--- src/rtl/mini_mips_pkg.sv ---
// Shared encodings for the multicycle MIPS subset controller: FSM states,
// opcode/funct constants and the ALU operation codes.
package mini_mips_pkg;

    typedef enum logic [3:0] {
        S_FETCH1  = 4'd0,
        S_FETCH2  = 4'd1,
        S_FETCH3  = 4'd2,
        S_FETCH4  = 4'd3,
        S_DECODE  = 4'd4,
        S_MEMADR  = 4'd5,
        S_LBRD    = 4'd6,
        S_LBWR    = 4'd7,
        S_SBWR    = 4'd8,
        S_RTYPEEX = 4'd9,
        S_RTYPEWR = 4'd10,
        S_BEQEX   = 4'd11,
        S_JEX     = 4'd12,
        S_ADDIEX  = 4'd13,
        S_ADDIWR  = 4'd14,
        S_HALT    = 4'd15
    } state_e;

    localparam logic [5:0] OP_LB    = 6'b100000;
    localparam logic [5:0] OP_SB    = 6'b101000;
    localparam logic [5:0] OP_RTYPE = 6'b000000;
    localparam logic [5:0] OP_BEQ   = 6'b000100;
    localparam logic [5:0] OP_J     = 6'b000010;
    localparam logic [5:0] OP_ADDI  = 6'b001000;

    localparam logic [5:0] FUNCT_ADD = 6'b100000;
    localparam logic [5:0] FUNCT_SUB = 6'b100010;
    localparam logic [5:0] FUNCT_AND = 6'b100100;
    localparam logic [5:0] FUNCT_OR  = 6'b100101;
    localparam logic [5:0] FUNCT_SLT = 6'b101010;

    typedef enum logic [1:0] {
        ALUOP_ADD   = 2'b00,
        ALUOP_SUB   = 2'b01,
        ALUOP_FUNCT = 2'b10,
        ALUOP_ADD2  = 2'b11
    } aluop_e;

    localparam logic [2:0] ALU_AND = 3'b000;
    localparam logic [2:0] ALU_OR  = 3'b001;
    localparam logic [2:0] ALU_ADD = 3'b010;
    localparam logic [2:0] ALU_SUB = 3'b110;
    localparam logic [2:0] ALU_SLT = 3'b111;

endpackage

--- src/rtl/mini_mips_aludec.sv ---
// ALU control decode: maps the controller's aluop plus the R-type funct field
// onto the 3-bit ALU operation code.
module mini_mips_aludec
    import mini_mips_pkg::*;
(
    input  aluop_e      aluop_i,
    input  logic [5:0]  funct_i,
    output logic [2:0]  alucont_o
);

    always_comb begin
        alucont_o = ALU_ADD;
        case (aluop_i)
            ALUOP_SUB: alucont_o = ALU_SUB;
            ALUOP_FUNCT: begin
                case (funct_i)
                    FUNCT_ADD: alucont_o = ALU_ADD;
                    FUNCT_SUB: alucont_o = ALU_SUB;
                    FUNCT_AND: alucont_o = ALU_AND;
                    FUNCT_OR:  alucont_o = ALU_OR;
                    FUNCT_SLT: alucont_o = ALU_SLT;
                    default:   alucont_o = ALU_ADD;
                endcase
            end
            default: alucont_o = ALU_ADD;
        endcase
    end

endmodule

--- src/rtl/mini_mips_controller.sv ---
// Moore FSM controller for a byte-fetch multicycle MIPS subset
// (LB, SB, R-type, BEQ, J, ADDI) with optional trap on illegal opcodes.
module mini_mips_controller
    import mini_mips_pkg::*;
#(
    parameter bit ILLEGAL_TRAP = 1'b0
) (
    input  logic       clk,
    input  logic       reset,
    input  logic [5:0] op,
    input  logic [5:0] funct,
    input  logic       zero,
    output logic       memread,
    output logic       memwrite,
    output logic       iord,
    output logic       alusrca,
    output logic       memtoreg,
    output logic       regdst,
    output logic       regwrite,
    output logic [3:0] irwrite,
    output logic [1:0] alusrcb,
    output logic [1:0] pcsource,
    output logic [2:0] alucont,
    output logic       pcen,
    output logic       illegal_op,
    output logic       halted
);

    state_e state_q, state_d;
    aluop_e aluop;
    logic   pcwrite;
    logic   pcwritecond;

    always_ff @(posedge clk or negedge reset) begin
        if (!reset) begin
            state_q <= S_FETCH1;
        end else begin
            state_q <= state_d;
        end
    end

    always_comb begin
        state_d     = state_q;
        memread     = 1'b0;
        memwrite    = 1'b0;
        iord        = 1'b0;
        alusrca     = 1'b0;
        memtoreg    = 1'b0;
        regdst      = 1'b0;
        regwrite    = 1'b0;
        irwrite     = 4'b0000;
        alusrcb     = 2'b00;
        pcsource    = 2'b00;
        aluop       = ALUOP_ADD;
        pcwrite     = 1'b0;
        pcwritecond = 1'b0;
        illegal_op  = 1'b0;
        halted      = 1'b0;

        case (state_q)
            S_FETCH1, S_FETCH2, S_FETCH3, S_FETCH4: begin
                memread = 1'b1;
                alusrcb = 2'b01;
                pcwrite = 1'b1;
            end
            default: ;
        endcase

        case (state_q)
            S_FETCH1: begin
                irwrite = 4'b0001;
                state_d = S_FETCH2;
            end
            S_FETCH2: begin
                irwrite = 4'b0010;
                state_d = S_FETCH3;
            end
            S_FETCH3: begin
                irwrite = 4'b0100;
                state_d = S_FETCH4;
            end
            S_FETCH4: begin
                irwrite = 4'b1000;
                state_d = S_DECODE;
            end
            S_DECODE: begin
                alusrcb = 2'b11;
                case (op)
                    OP_LB, OP_SB: state_d = S_MEMADR;
                    OP_RTYPE:     state_d = S_RTYPEEX;
                    OP_BEQ:       state_d = S_BEQEX;
                    OP_J:         state_d = S_JEX;
                    OP_ADDI:      state_d = S_ADDIEX;
                    default: begin
                        illegal_op = 1'b1;
                        state_d    = ILLEGAL_TRAP ? S_HALT : S_FETCH1;
                    end
                endcase
            end
            S_MEMADR: begin
                alusrca = 1'b1;
                alusrcb = 2'b10;
                state_d = (op == OP_LB) ? S_LBRD : S_SBWR;
            end
            S_LBRD: begin
                memread = 1'b1;
                iord    = 1'b1;
                state_d = S_LBWR;
            end
            S_LBWR: begin
                regwrite = 1'b1;
                memtoreg = 1'b1;
                state_d  = S_FETCH1;
            end
            S_SBWR: begin
                memwrite = 1'b1;
                iord     = 1'b1;
                state_d  = S_FETCH1;
            end
            S_RTYPEEX: begin
                alusrca = 1'b1;
                aluop   = ALUOP_FUNCT;
                state_d = S_RTYPEWR;
            end
            S_RTYPEWR: begin
                regwrite = 1'b1;
                regdst   = 1'b1;
                state_d  = S_FETCH1;
            end
            S_BEQEX: begin
                alusrca     = 1'b1;
                aluop       = ALUOP_SUB;
                pcwritecond = 1'b1;
                pcsource    = 2'b01;
                state_d     = S_FETCH1;
            end
            S_JEX: begin
                pcwrite  = 1'b1;
                pcsource = 2'b10;
                state_d  = S_FETCH1;
            end
            S_ADDIEX: begin
                alusrca = 1'b1;
                alusrcb = 2'b10;
                state_d = S_ADDIWR;
            end
            S_ADDIWR: begin
                regwrite = 1'b1;
                state_d  = S_FETCH1;
            end
            S_HALT: begin
                halted  = 1'b1;
                state_d = S_HALT;
            end
            default: state_d = S_FETCH1;
        endcase
    end

    // Branch resolution is the only output that looks at a live datapath flag.
    assign pcen = pcwrite | (pcwritecond & zero);

    mini_mips_aludec u_aludec (
        .aluop_i   (aluop),
        .funct_i   (funct),
        .alucont_o (alucont)
    );

endmodule

--- config.mk ---
export PLATFORM = sky130hd
export DESIGN_NAME = mini_mips_controller
export DESIGN_NICKNAME = d
export VERILOG_FILES = /design/src/rtl/mini_mips_pkg.sv /design/src/rtl/mini_mips_aludec.sv /design/src/rtl/mini_mips_controller.sv
export SDC_FILE = /design/constraint.sdc
export NUM_CORES = 1
export LEC_CHECK = 0
export ABC_CLOCK_PERIOD_IN_PS = 2600
export CORE_MARGIN = 2
export CORE_UTILIZATION = 30
export CTS_CLUSTER_SIZE = 8
export DETAILED_ROUTE_END_ITERATION = 10
export GPL_TIMING_DRIVEN = 0
export PLACE_DENSITY = 0.77
export SKIP_LAST_GASP = 1
export SYNTH_ARGS = -nofsm -noshare
export SYNTH_HDL_FRONTEND = slang
export SYNTH_HIERARCHICAL = 1
export SYNTH_SLANG_ARGS = --single-unit
--- constraint.sdc ---
create_clock -name clk -period 2.6 [get_ports clk]
set_clock_uncertainty 0.1 [all_clocks]
set_input_delay 0.52 -clock clk [delete_from_list [all_inputs] [get_ports clk]]
set_output_delay 0.52 -clock clk [all_outputs]
set_load 0.02 [all_outputs]
==> impl_metrics.toml, run 1 <==
[synth]
synth_compound_area_share_pct = 27.5
syn_inst = 91
yosys.area.top_type = "dfrtp_1"
synth_area_um2 = 632
synth_top_family_by_area = "simple AND/OR/NAND/NOR gates"
synth_area_leaders = "dfrtp_1, nor3_1, nor2_1"
yosys.area_share.adder_pct = 3.96
synth_nets = 108
synthXorXnorAreaFrac_pct = 1.39
ys_ff_latch = 4
synth_cell_types = 37
synth_top_cell_area_share_pct = 15.8
syn_area_per_cell_um2 = 6.94
ys_seq_area_share_pct = 15.8
synth-simple-area-share_pct = 41.6
synthMuxAreaShare_pct = 0
synth-warning-count = 6

[layout]
final_area_um2 = 1140
largest_reg_flops = 4
areaGrowthSynthToFinish_pct = 81.0
utilization_pct = 57.7
fin_cells = 162
drive_above_1_share_pct = 23.0
n_antenna_cell = 0
max_flop_register = "state_q"
layout_commonest_cell = "clkdlybuf4s50_1"
largestRegisters = "state_q: 4 flops"
final_cell_mix = "clkdlybuf4s50_1, buf_4, nor2_1, nor3_1, a21oi_1"
nNetsFinal = 154

[detailed_routing]
routed_wl_mm = 2.20
routedWlPerCell_um = 13.6
detail-route-antenna-nets = 0
route.detailed.drc = 0
first_pass_iters = 4
via_per_inst = 5.34
drt_iter0_markers = 34
num_vias = 865

[critical_path]
worst_setup_path_end_kind = "output pin"
cp.buffers_inverters = 3
arrival_ns = 1.94
start_kind = "register"
worstSetupPathType = "reg2out"
crit_fanout = 6
crit_family = "buffers and inverters"
critPathMaxStageDelay_ns = 0.62
worstPathRequired_ns = 1.98
cp_cell_sequence = "buf_4 > inv_2 > or3_1 > a21oi_1 > clkdlybuf4s50_1"
cpMaxStageDelayCell = "clkdlybuf4s50_1"

[timing]
clock.fmax_mhz = 391
setup_viol = 0
slew_viol_final = 0
slew_headroom_pct = 70.8
worst_pin_slew_ns = 0.431
fin_crit_sh_pct = 98.4
period_needed_ns = 2.56
finalHoldViolations = 0
whs_ns = 0.387

[place]
placed_area_um2 = 1020
gp_congestion = 0.804
portBuffers = 35
dp.cells = 153
hpwl_mm = 1.44

[floorplan]
rows = 16
ios = 36
dieArea_um2 = 2490
die_w_um = 49.9
die_height_um = 49.9
start_util_pct = 31.9
coreArea_um2 = 1980

[run]
maxCapViolations = 0

[hold_path]
hold_path.class = "in2async"

[cts]
clockRootBuffer = "clkbuf_4"
hold_buffers = 0
insertion_delay_ns = 0.23
clkSinkCount = 4
cts_tree = "yes"
cts_made_buffers = 3
cts_max_path_buffers = 2
clkTransAtPathRegs_ns = 0.04
htree_levels = 1

[global_route]
antenna_found_initial = 0
grt_usage_pct = 17.3
overflow = 0
grt_pass1_wl_mm = 3.34
grt_max_degree = 11
grt_pass1_vias = 783

[power_and_ir_drop]
power.leakage_nw = 0.448
power_mw = 1.03
vdd_drop_max_mv = 0.439
power_density_nw_per_um2 = 899

[status]
outcome = "finished, final reports clean"
-- kinds of logic (layout without fill, tap and decap cells) --
group                      Yosys count  after routing
xor gates and xnor gates             1              1
adders and majority gates            2              2
buffers and inverters               13             57
AOI/OAI and AO/OA                   26             26
DFF                                  4              4
and+or+nand+nor                     45             45
-- stage by stage --
step                setup WS [ns]  TNS [ns]
floorplan                   0.112         0
global placement           -0.442     -1.32
detailed placement         -0.471     -1.42
CTS                       -0.0331   -0.0331
global route              -0.0116   -0.0116
finish                     0.0408         0
-- where the power goes --
part           switching, mW  internal [mW]  total, mW
Sequential            0.0213         0.0916      0.113
Combinational          0.466          0.374      0.839
Clock                 0.0246         0.0516     0.0762
Total                  0.512          0.517       1.03
-- synth_stat cells --
master,count
nor2_1,12
nor3_1,9
a21oi_1,7
inv_1,6
nand2_1,5
a31oi_1,4
buf_2,4
dfrtp_1,4
nand3_1,4
buf_4,2
ha_1,2
nand2b_1,2
nand4bb_1,2
nor4b_1,2
o21ai_0,2
o22ai_1,2
or3b_1,2
a2111oi_0,1
a211o_1,1
a211oi_1,1
a21o_1,1
a41oi_1,1
and3_1,1
and3b_1,1
inv_2,1
nand4bb_2,1
nor3_2,1
nor4bb_1,1
o211a_1,1
o211ai_1,1
o21a_1,1
o221ai_1,1
o31a_1,1
o31ai_1,1
or2_1,1
or3_1,1
xnor2_1,1
-- area by class of cell --
type                    instances  area, µm²
plain buffers                   6       42.5
clock buffers                   3       22.5
fillers                       178        838
inverters                       7       28.8
multi-input cells              74        531
flip-flops and latches          4        101
well taps                      27       33.8
repair buffers                 41        384
-- timing repair --
action                     in CTS  in global routing
setup endpoints to repair       5                  3
setup buffers                   1                  5
pin swaps                       1                  3
resized for setup              24                 10
-- layer usage --
metal  vias up  GRT usage (%)  part of all wire, %
met5         -              0                    0
met1       395           17.9                   39
met2        35           32.4                   54
li1        431              -                    -
met3         4           3.94                  5.6
met4         0           7.87                  1.4
-- final timing paths --
check / end / slack (ns) / startpoint / cells after the start
worst max-delay path: iord / 0.04 / state_q[3]$_DFF_PN0_ / 5
worst min-delay path: state_q[2]$_DFF_PN0_ / 0.39 / reset / 1
worst max register to register: state_q[1]$_DFF_PN0_ / 1.15 / state_q[3]$_DFF_PN0_ / 4
worst min register to register: state_q[0]$_DFF_PN0_ / 0.60 / state_q[0]$_DFF_PN0_ / 2
max in group asynchronous: state_q[3]$_DFF_PN0_ / 1.83 / reset / 1
min in group clk: state_q[0]$_DFF_PN0_ / 0.60 / state_q[0]$_DFF_PN0_ / 2
Note: power is estimated with default switching activity, not from simulation.
==> run 2: changes to the inputs <==
--- a/config.mk
+++ b/config.mk
@@ -8,7 +8,7 @@
 export ABC_CLOCK_PERIOD_IN_PS = 2600
 export CORE_MARGIN = 2
 export CORE_UTILIZATION = 30
-export CTS_CLUSTER_SIZE = 8
+export CTS_CLUSTER_SIZE = 20
 export DETAILED_ROUTE_END_ITERATION = 10
 export GPL_TIMING_DRIVEN = 0
 export PLACE_DENSITY = 0.77
==> results of run 2 <==
Same layout as run 1: the final DEF is identical, and so are final timing and power.
==> run 3: changes to the inputs <==
--- a/config.mk
+++ b/config.mk
@@ -7,11 +7,11 @@
 export LEC_CHECK = 0
 export ABC_CLOCK_PERIOD_IN_PS = 2600
 export CORE_MARGIN = 2
-export CORE_UTILIZATION = 30
+export CORE_UTILIZATION = 32
 export CTS_CLUSTER_SIZE = 20
 export DETAILED_ROUTE_END_ITERATION = 10
 export GPL_TIMING_DRIVEN = 0
-export PLACE_DENSITY = 0.77
+export PLACE_DENSITY = 0.8
 export SKIP_LAST_GASP = 1
 export SYNTH_ARGS = -nofsm -noshare
 export SYNTH_HDL_FRONTEND = slang
==> run 3 against run 2 <==
Effect of this change:
- maximum frequency is 0.29% higher
- non-clock buffer count fell by 4
- largest power group unchanged
- hold slack worse by 0.011 ns
- highest routed layer unchanged
- first-iteration DRC count shrank 18%
- final cell count shrank 2.5%
==> impl_metrics.toml, run 3 (same netlist as run 1, synthesis figures left out) <==
[timing]
rsz0062_at_grt = "yes"
final.setup.worst_slack_ns = 0.0483
period_needed_ns = 2.55
slew_viol_final = 0
finalHoldViolations = 0
worst_pin_slew_ns = 0.431
clock.fmax_mhz = 392
setup_viol = 0
whs_ns = 0.376
fin_crit_sh_pct = 98.1
slew_headroom_pct = 70.9

[status]
outcome = "finished, final reports clean"

[power_and_ir_drop]
vdd_drop_max_mv = 0.437
power_density_nw_per_um2 = 884
p_sw_mw = 0.487
intPower_mw = 0.483
p_sw_share_pct = 50.2
clkPwrFrac_pct = 8.0
pwr-share-comb_pct = 79.7
p_seq_share_pct = 12.3
power.leakage_nw = 0.467

[cts]
clkTransAtPathRegs_ns = 0.04
clkSinkCount = 4
insertion_delay_ns = 0.24
cts_tree = "yes"
clockRootBuffer = "clkbuf_4"
cts_max_path_buffers = 2
hold_buffers = 0
cts_made_buffers = 3
htree_levels = 1

[critical_path]
cpMaxStageDelayCell = "dfrtp_1"
worst_setup_path_end_kind = "output pin"
worstPathRequired_ns = 1.98
arrival_ns = 1.93
r2r_start = "state_q[1]$_DFF_PN0_"
critPathMaxStageDelay_ns = 0.35
r2r_cells = 4
r2r_end = "state_q[3]$_DFF_PN0_"
cp_cell_sequence = "buf_4 > inv_4 > nand2_2 > nor2_4 > inv_1 > ha_4 > nand4bb_1 > o22ai_1 > buf_4"
worstSetupPathType = "reg2out"
start_kind = "register"
crit_fanout = 10
cp.buffers_inverters = 4
rrSetupSlack_ns = 1.16
crit_family = "buffers and inverters"
crit_top_cell = "buf_4"

[layout]
largest_reg_flops = 4
areaGrowthSynthToFinish_pct = 73.5
final_area_um2 = 1100
largestRegisters = "state_q: 4 flops"
drive_above_1_share_pct = 18.3
nNetsFinal = 150
final_cell_mix = "clkdlybuf4s50_1, nor2_1, nor3_1, buf_4, a21oi_1"
max_flop_register = "state_q"
n_antenna_cell = 0
layout_commonest_cell = "clkdlybuf4s50_1"

[floorplan]
dieArea_um2 = 2350
coreArea_um2 = 1900
rows = 16
die_height_um = 48.4
start_util_pct = 33.2
die_w_um = 48.4
ios = 36

[place]
hpwl_mm = 1.51
gp_congestion = 0.815
placed_area_um2 = 1020
dpl_worst_slack_ns = -0.491
portBuffers = 35

[detailed_routing]
via_per_inst = 5.43
route.detailed.drc = 0
wl_met2_mm = 1.04
top_layer = "met4"
num_vias = 858
first_pass_iters = 4
wl_met3_um = 178
m1WireLength_um = 789
detail-route-antenna-nets = 0
drt_iter0_markers = 28
routedWlPerCell_um = 12.9
routed_wl_mm = 2.03

[hold_path]
hold_path.class = "in2async"

[global_route]
antenna_found_initial = 0
grt_max_degree = 11
overflow = 0
grt_usage_pct = 17.8
grt_pass1_wl_mm = 3.35
grt_pass1_vias = 758

[run]
maxCapViolations = 0
run 3: layer usage:
layer	vias to the layer above	GRT usage (%)
met4	0	7.14
li1	420	-
met5	-	0
met1	385	20.3
met2	51	32.9
met3	2	2.78
run 3: per-stage QoR:
stage | setup TNS, ns | power [mW] | std cells | utilization (%)
final | 0 | 0.969 | 158 | 57.6
after floorplan | 0 | 0.551 | 91 | -
after global routing | -0.0151 | 1.03 | 158 | 57.6
after CTS | -0.0169 | 0.958 | 158 | 56.1
after global placement | -1.43 | 0.821 | 153 | 53.4
after detailed placement | -1.60 | 0.836 | 153 | 53.4
run 3: area by class of cell:
cell class / count / area [µm²]
buffer: 6 / 46.3
clock buffer: 3 / 22.5
tap: 27 / 33.8
multi-input combinational: 74 / 499
fill: 174 / 806
timing repair buffer: 37 / 364
sequential: 4 / 101
inverter: 7 / 28.8
run 3: worst max path at each step:
stage                         start          to  slack [ns]  depth (start not counted)
2_1_floorplan  state_q[3]$_DFF_PN0_  alucont[2]        0.11                          7
3_3_place_gp   state_q[3]$_DFF_PN0_  alucont[2]       -0.47                          8
3_5_place_dp   state_q[3]$_DFF_PN0_  alucont[2]       -0.49                          8
4_1_cts        state_q[2]$_DFF_PN0_  alucont[2]       -0.02                          9
5_1_grt        state_q[2]$_DFF_PN0_  alucont[2]       -0.02                          9
6_report       state_q[2]$_DFF_PN0_  alucont[2]        0.05                          9
run 3: what timing repair did:
item,4_1_cts,5_1_grt
pin swaps,2,1
resized for setup,27,7
setup buffers,2,0
cloned,0,0
setup endpoints to repair,5,7
run 3: power groups by stage:
stage	Combinational [mW]	Sequential, mW	Clock [mW]
global route	0.831	0.123	0.0811
global placement	0.701	0.120	0
floorplan	0.437	0.113	0
finish	0.772	0.119	0.0773
detailed placement	0.713	0.122	0
CTS	0.760	0.118	0.0800
